===== config.mk =====
export PLATFORM = sky130hd
export DESIGN_NAME = fetch_buffer
export DESIGN_NICKNAME = d
export VERILOG_FILES = /design/src/rtl/fetch_pkg.sv /design/src/rtl/fetch_fifo.sv /design/src/rtl/fetch_buffer.sv
export SDC_FILE = /design/constraint.sdc
export NUM_CORES = 1
export LEC_CHECK = 0
export ABC_AREA = 1
export CAP_MARGIN = 20
export CORE_MARGIN = 3
export CORE_UTILIZATION = 41
export CTS_CLUSTER_DIAMETER = 100
export DETAILED_ROUTE_END_ITERATION = 10
export GPL_TIMING_DRIVEN = 0
export SLEW_MARGIN = 25
export SYNTH_ARGS = -nofsm -noshare
export SYNTH_HDL_FRONTEND = slang
export SYNTH_SLANG_ARGS = --single-unit

===== constraint.sdc =====
create_clock -name clk -period 18.6 [get_ports clk]
set_clock_uncertainty 0.1 [all_clocks]
set_input_delay 3.72 -clock clk [delete_from_list [all_inputs] [get_ports clk]]
set_output_delay 3.72 -clock clk [all_outputs]
set_load 0.02 [all_outputs]

===== src/rtl/fetch_pkg.sv =====
// fetch_pkg: shared types and constants for the fetch stage and its word FIFO.
package fetch_pkg;
  localparam int FETCH_XLEN = 32;
  localparam logic [FETCH_XLEN-1:0] NOP_INSTR = 32'h0000_0013;
  typedef enum logic [1:0] {IDLE, REQ, DISCARD} fetch_state_t;
  typedef struct packed {
    logic [FETCH_XLEN-1:0] pc;
    logic [FETCH_XLEN-1:0] instr;
  } fetch_entry_t;
endpackage


===== src/rtl/fetch_fifo.sv =====
// fetch_fifo: DEPTH-entry FIFO of fetched {pc, instr} words with synchronous flush.
module fetch_fifo
  import fetch_pkg::*;
#(
  parameter int DEPTH = 4
) (
  input  logic                         clk,
  input  logic                         rst,
  input  logic                         push,
  input  logic                         pop,
  input  logic                         flush,
  input  fetch_entry_t                 wdata,
  output fetch_entry_t                 rdata,
  output logic                         full,
  output logic                         empty,
  output logic [$clog2(DEPTH+1)-1:0]   count
);
  localparam int AW = $clog2(DEPTH);
  localparam int CW = $clog2(DEPTH+1);
  fetch_entry_t mem [DEPTH];
  logic [AW-1:0] wr_ptr_q, wr_ptr_d, rd_ptr_q, rd_ptr_d;
  logic [CW-1:0] count_q, count_d;
  logic do_push, do_pop;
  always_comb begin
    do_pop   = pop & ~empty & ~flush;
    do_push  = push & (~full | do_pop) & ~flush;
    wr_ptr_d = flush ? '0 : wr_ptr_q + AW'(do_push);
    rd_ptr_d = flush ? '0 : rd_ptr_q + AW'(do_pop);
    count_d  = flush ? '0 : count_q + CW'(do_push) - CW'(do_pop);
  end
  always_ff @(posedge clk or negedge rst) begin
    if (!rst) begin
      wr_ptr_q <= '0;
      rd_ptr_q <= '0;
      count_q  <= '0;
    end else begin
      wr_ptr_q <= wr_ptr_d;
      rd_ptr_q <= rd_ptr_d;
      count_q  <= count_d;
    end
  end
  always_ff @(posedge clk) if (do_push) mem[wr_ptr_q] <= wdata;
  assign rdata = mem[rd_ptr_q];
  assign full  = count_q == CW'(DEPTH);
  assign empty = count_q == '0;
  assign count = count_q;
endmodule


===== src/rtl/fetch_buffer.sv =====
// fetch_buffer: fetch PC owner, imem req/ack sequencer and word FIFO toward decode.
// FETCH_BUF_BYPASS_EN: an ack into an empty FIFO is presented to decode the same cycle.
module fetch_buffer
  import fetch_pkg::*;
#(
  parameter int              DEPTH    = 4,
  parameter int              XLEN     = FETCH_XLEN,
  parameter logic [XLEN-1:0] RESET_PC = '0
) (
  input  logic            clk,
  input  logic            rst,
  input  logic            redirect_valid,
  input  logic [XLEN-1:0] redirect_pc,
  output logic            imem_req,
  output logic [XLEN-1:0] imem_addr,
  input  logic            imem_ack,
  input  logic [XLEN-1:0] imem_rdata,
  output logic            instr_valid,
  input  logic            instr_ready,
  output logic [XLEN-1:0] instr_f,
  output logic [XLEN-1:0] pc_f,
  output logic [XLEN-1:0] pc_plus4_f
);
  localparam int CW = $clog2(DEPTH+1);
`ifdef FETCH_BUF_BYPASS_EN
  localparam bit BYPASS = 1'b1;
`else
  localparam bit BYPASS = 1'b0;
`endif
  fetch_state_t    state_q, state_d;
  logic [XLEN-1:0] fetch_pc_q, fetch_pc_d, addr_q, addr_d, pc_next;
  logic            ack, good, bypass, push, pop, space;
  logic            fifo_full, fifo_empty;
  logic [CW-1:0]   fifo_count;
  logic [CW:0]     occ;
  fetch_entry_t    fifo_rdata, head;
  fetch_fifo #(.DEPTH(DEPTH)) u_fifo (
    .clk   (clk),
    .rst   (rst),
    .push  (push),
    .pop   (pop),
    .flush (redirect_valid),
    .wdata ('{pc: fetch_pc_q, instr: imem_rdata}),
    .rdata (fifo_rdata),
    .full  (fifo_full),
    .empty (fifo_empty),
    .count (fifo_count)
  );
  // Space looks at occupancy after this cycle's push/pop so a granted request can always land.
  always_comb begin
    ack     = imem_ack & imem_req;
    good    = ack & (state_q == REQ) & ~redirect_valid;
    bypass  = BYPASS & fifo_empty & good;
    push    = good & ~(bypass & instr_ready);
    pop     = instr_ready & ~fifo_empty & ~redirect_valid;
    occ     = {1'b0, fifo_count} + (CW+1)'(push) - (CW+1)'(pop);
    space   = ~fifo_full & (occ < (CW+1)'(DEPTH));
    pc_next = fetch_pc_q + XLEN'(4);
  end
  always_comb begin
    state_d    = state_q;
    fetch_pc_d = fetch_pc_q;
    addr_d     = addr_q;
    if (redirect_valid) begin
      fetch_pc_d = redirect_pc & ~XLEN'(3);
      state_d    = (state_q != IDLE && !ack) ? DISCARD : IDLE;
    end else if (state_q == IDLE) begin
      state_d = space ? REQ : IDLE;
      addr_d  = fetch_pc_q;
    end else if (ack) begin
      fetch_pc_d = (state_q == REQ) ? pc_next : fetch_pc_q;
      state_d    = (state_q == REQ && space) ? REQ : IDLE;
      addr_d     = pc_next;
    end
  end
  always_ff @(posedge clk or negedge rst) begin
    if (!rst) begin
      state_q    <= IDLE;
      fetch_pc_q <= RESET_PC;
      addr_q     <= RESET_PC;
    end else begin
      state_q    <= state_d;
      fetch_pc_q <= fetch_pc_d;
      addr_q     <= addr_d;
    end
  end
  always_comb begin
    head        = fifo_empty ? '{pc: fetch_pc_q, instr: imem_rdata} : fifo_rdata;
    instr_valid = ~fifo_empty | bypass;
    instr_f     = instr_valid ? head.instr : NOP_INSTR;
    pc_f        = instr_valid ? head.pc : '0;
    pc_plus4_f  = instr_valid ? head.pc + XLEN'(4) : '0;
  end
  assign imem_req  = state_q != IDLE;
  assign imem_addr = addr_q;
endmodule


==> metrics.txt, run 1 <==
TritonCTS buffer count 36; Slew Limit Fails 0; Worst-path clk slew about 0.06 ns; Congestion Overflow GR 0; Final GP Congestion around 0.9; CTS sink cnt 317; FILL cells between 3000 and 4000; Worst Setup End Kind output port; setup violators final 0; DR pass1 iterations 5; critical path class reg2out; Cell Area, Synth 15350 µm²; I/O pin count 199; Max Freq between 0.1 and 0.15 GHz; CP max-delay cell clkdlybuf4s50_1; simple-gate share of the synthesized area 22.72%; P_leak approximately 0.008 µW; Compound-Gate Fraction of Synth Area under 10%; Internal between 1500 and 2000 µW; footprint of the multi-input gates roughly 5100 µm²; top cell type's share of synthesized area 48.53%; drt total wl between 40000 and 50000 µm; initial antenna violation count 0; initial core utilization 41.72%; Post-Synth Adder-Cell Area less than 1%; CORE AREA ~37000 µm²; sequential group share of total power between 30% and 40%; die width 199.5 µm; postcts setup bufs 0; peak supply drop between 0.09 and 0.1 mV; Reg area between 9000 and 10000 µm²; final std cells w/o fill between 2000 and 2500; count of cell types in the netlist 44; Synth Area per Inst slightly above 9 µm²; minimum clock period 7.727 ns; path category of the worst min-delay check reg2reg; gr usage total between 20 and 25%; run status completed; crit share post-route about two fifths; die footprint 39790 µm²; Comb power frac between 40 and 50%; synth-to-layout area growth 25.91%; clock network fraction of design power a little under a quarter; fraction of layout cells with a size suffix above 1 10.05%; setup TNS 0 ns; vias in the first global route about 12000; final net count between 1500 and 2000; DR iter-0 viols between 800 and 900; Yosys reg bits 317; CTS tree built; CP Cell Sequence buf_6 > inv_8 > buf_6 > nand2_1 > nand3_1 > nand3_2 > nand2_2 > ha_1 > inv_1 > a21oi_2 > nand2_1 > nor3_2 > nor2_1 > nor3_1 > clkdlybuf4s50_1; max-cap viol count 0; # hold bufs at CTS 0; Synth area leaders edfxtp_1 (49%), dfrtp_1 (11%), nand2_1 (10%); placed cell count approximately 2300; post-synthesis mux area share 0%; Net Sw Frac 40.79%; Yosys warnings 0; CTS Root Cell clkbuf_16; Critical Path AT a little under 4 ns; final hold violation count 0; max_slew headroom approximately 45%; cell count after synthesis approximately 1600; critical path buffer and inverter count 5; peak per-stage delay on the critical path around 0.70 ns; Final ANT Viol Nets 0; xor-xnor portion of the synthesized cell area ~1.9%; global-route wire length before repair 69420 µm; H-tree Lvls 2; largest family of logic cells by synthesized area simple AND/OR/NAND/NOR gates; hpwl dp 34150 µm; clk_lat worst skew roughly 0.54 ns; Residual DRC 0; CP Launch Type flip-flop; CTS Buffer Depth 3; RSZ-0062 raised after global routing no; Avg WL per Cell 19.04 µm; Core Rows 70; Worst EP required ~15 ns; crit path max fanout 10; PD cells 147.5 nW/µm²; vias post-DR roughly 12000; Worst Tran Pin Value roughly 0.8 ns; Post-CTS Resized 0; vias per std cell roughly 5.1; Die Ht approximately 200 µm; Seq/Total Area, Yosys between 50% and 60%; Sw Pwr about 1200 µW; port bufs 190; top cell type by total area after synthesis edfxtp_1; largest net degree at the start of global routing 36; CP delay by family, top simple AND/OR/NAND/NOR gates
[area by class of cell]
cell class	instances	share of cell area, %
clock inverters	21	0.9389
plain buffers	79	2.344
clock buffers	43	4.908
repair buffers	228	11.49
flip-flops and latches	317	47.48
multi-input cells	1079	26.39
diodes	1	0.01295
well taps	468	3.030
inverters	173	3.413
[stage by stage]
stage	hold slack (ns)	instance area (µm²)	power [µW]	setup slack (ns)	utilization (%)
floorplan	0.3964	15360	1602	9.111	-
global placement	0.3701	17850	2177	4.253	48.53
finish	0.3784	19320	2850	10.87	52.53
global route	0.4070	19320	3001	10.61	52.52
CTS	0.3822	19320	2869	10.89	52.52
detailed placement	0.3654	18190	2182	11.13	49.45
[worst paths after layout]
path | from | slack, ns | end | cells after the start
worst min-delay path | imem_addr[22] | 0.38 | imem_addr[22] | 2
max in group asynchronous | rst | 14.80 | state_q[0] | 2
worst max register to register | u_fifo.count[1] | 14.81 | u_fifo.count[2] | 14
worst min register to register | imem_addr[22] | 0.38 | imem_addr[22] | 2
min in group asynchronous | rst | 3.02 | imem_addr[30] | 1
worst max-delay path | u_fifo.rd_ptr_q[0] | 10.87 | pc_plus4_f[10] | 15
[tightest hold or removal path, delay by kind of cell, from the launching register on]
family        cells  cell delay (ns)
flops             1             0.34
simple gates      2             0.10
[logic make-up after synthesis]
| kind of cell | Yosys count |
|---|---|
| DFF | 317 |
| buffers and inverters | 252 |
| and+or+nand+nor | 824 |
| other | 1 |
| adders and majority gates | 10 |
| AOI/OAI and AO/OA | 206 |
| xor gates and xnor gates | 33 |
[cell usage in the layout, fill, tap and decap left out, types with 2 or more instances in the layout]
master,n
nand4_1,5
nand2_1,426
or2_2,4
nor2_1,206
o221ai_1,3
nor4_1,6
buf_1,12
conb_1,6
buf_6,18
bufinv_16,2
nor3_2,7
nand3_2,5
and3_1,2
o211ai_1,31
clkbuf_16,37
clkdlybuf4s50_1,189
dfrtp_1,69
o21ai_0,97
nand3b_1,3
nor2_4,5
edfxtp_1,248
nand2_2,26
clkinvlp_4,2
clkinv_2,3
inv_2,4
nor2_2,15
clkinv_1,10
xor2_1,26
xnor2_1,7
nand3_1,100
nor3_1,13
buf_2,14
o21a_1,3
inv_1,167
clkbuf_1,34
buf_4,45
ha_1,9
a21oi_1,64
[layer usage]
metal	vias to the layer above	track usage (%)	wire length [µm]
met5	-	0	0
met4	0	6.953	1292
met3	77	3.085	2730
met2	392	37.82	21570
met1	5786	31.67	20270
li1	5948	-	-
[sequential cells by signal (all words and copies together) (netlist names)]
name	cells
u_fifo.mem	248
u_fifo.rd_ptr_q	2
imem_addr	30
state_q	2
u_fifo.count	3
u_fifo.wr_ptr_q	2
fetch_pc_q	30
[power groups by stage]
| stage | registers (µW) | logic [µW] | clock network (µW) |
|---|---|---|---|
| global placement | 915 | 1260 | 0 |
| floorplan | 930 | 672 | 0 |
| global route | 908 | 1370 | 722 |
| detailed placement | 911 | 1270 | 0 |
| finish | 900 | 1270 | 682 |
| CTS | 899 | 1280 | 692 |
[cell usage after synthesis, drive strengths merged]
master	number
nand4	5
nor3	20
nand3	105
xor2	26
a211oi	1
nand3b	3
inv	173
xnor2	7
o21ai	98
nor2	226
a32o	1
clkbuf	28
ha	9
conb	1
and3	2
nand2	452
nor4	6
or2	4
nor3b	1
edfxtp	248
a21oi	65
buf	51
dfrtp	69
o221ai	3
a22oi	1
fa	1
o22ai	1
a221oi	1
o21a	3
a31oi	1
o211ai	31
Note: power is estimated with default switching activity, not from simulation.
==> inputs of run 2 (changes only) <==
==> constraint.sdc (replaced) <==
create_clock -name clk -period 7.94 [get_ports clk]
set_clock_uncertainty 0.1 [all_clocks]
set_input_delay 1.588 -clock clk [delete_from_list [all_inputs] [get_ports clk]]
set_output_delay 1.588 -clock clk [all_outputs]
set_load 0.02 [all_outputs]
==> results of run 2 <==
The final DEF is identical to that of run 1. Status: completed.
Main changes from that run: setup slack after placement 11.13 ns -> 2.602 ns; setup slack after layout 10.87 ns -> 2.345 ns; register-to-register setup slack 14.81 ns -> 4.15 ns; total power 2850 µW -> 6676 µW; worst IR drop on VDD 0.09344 mV -> 0.2189 mV
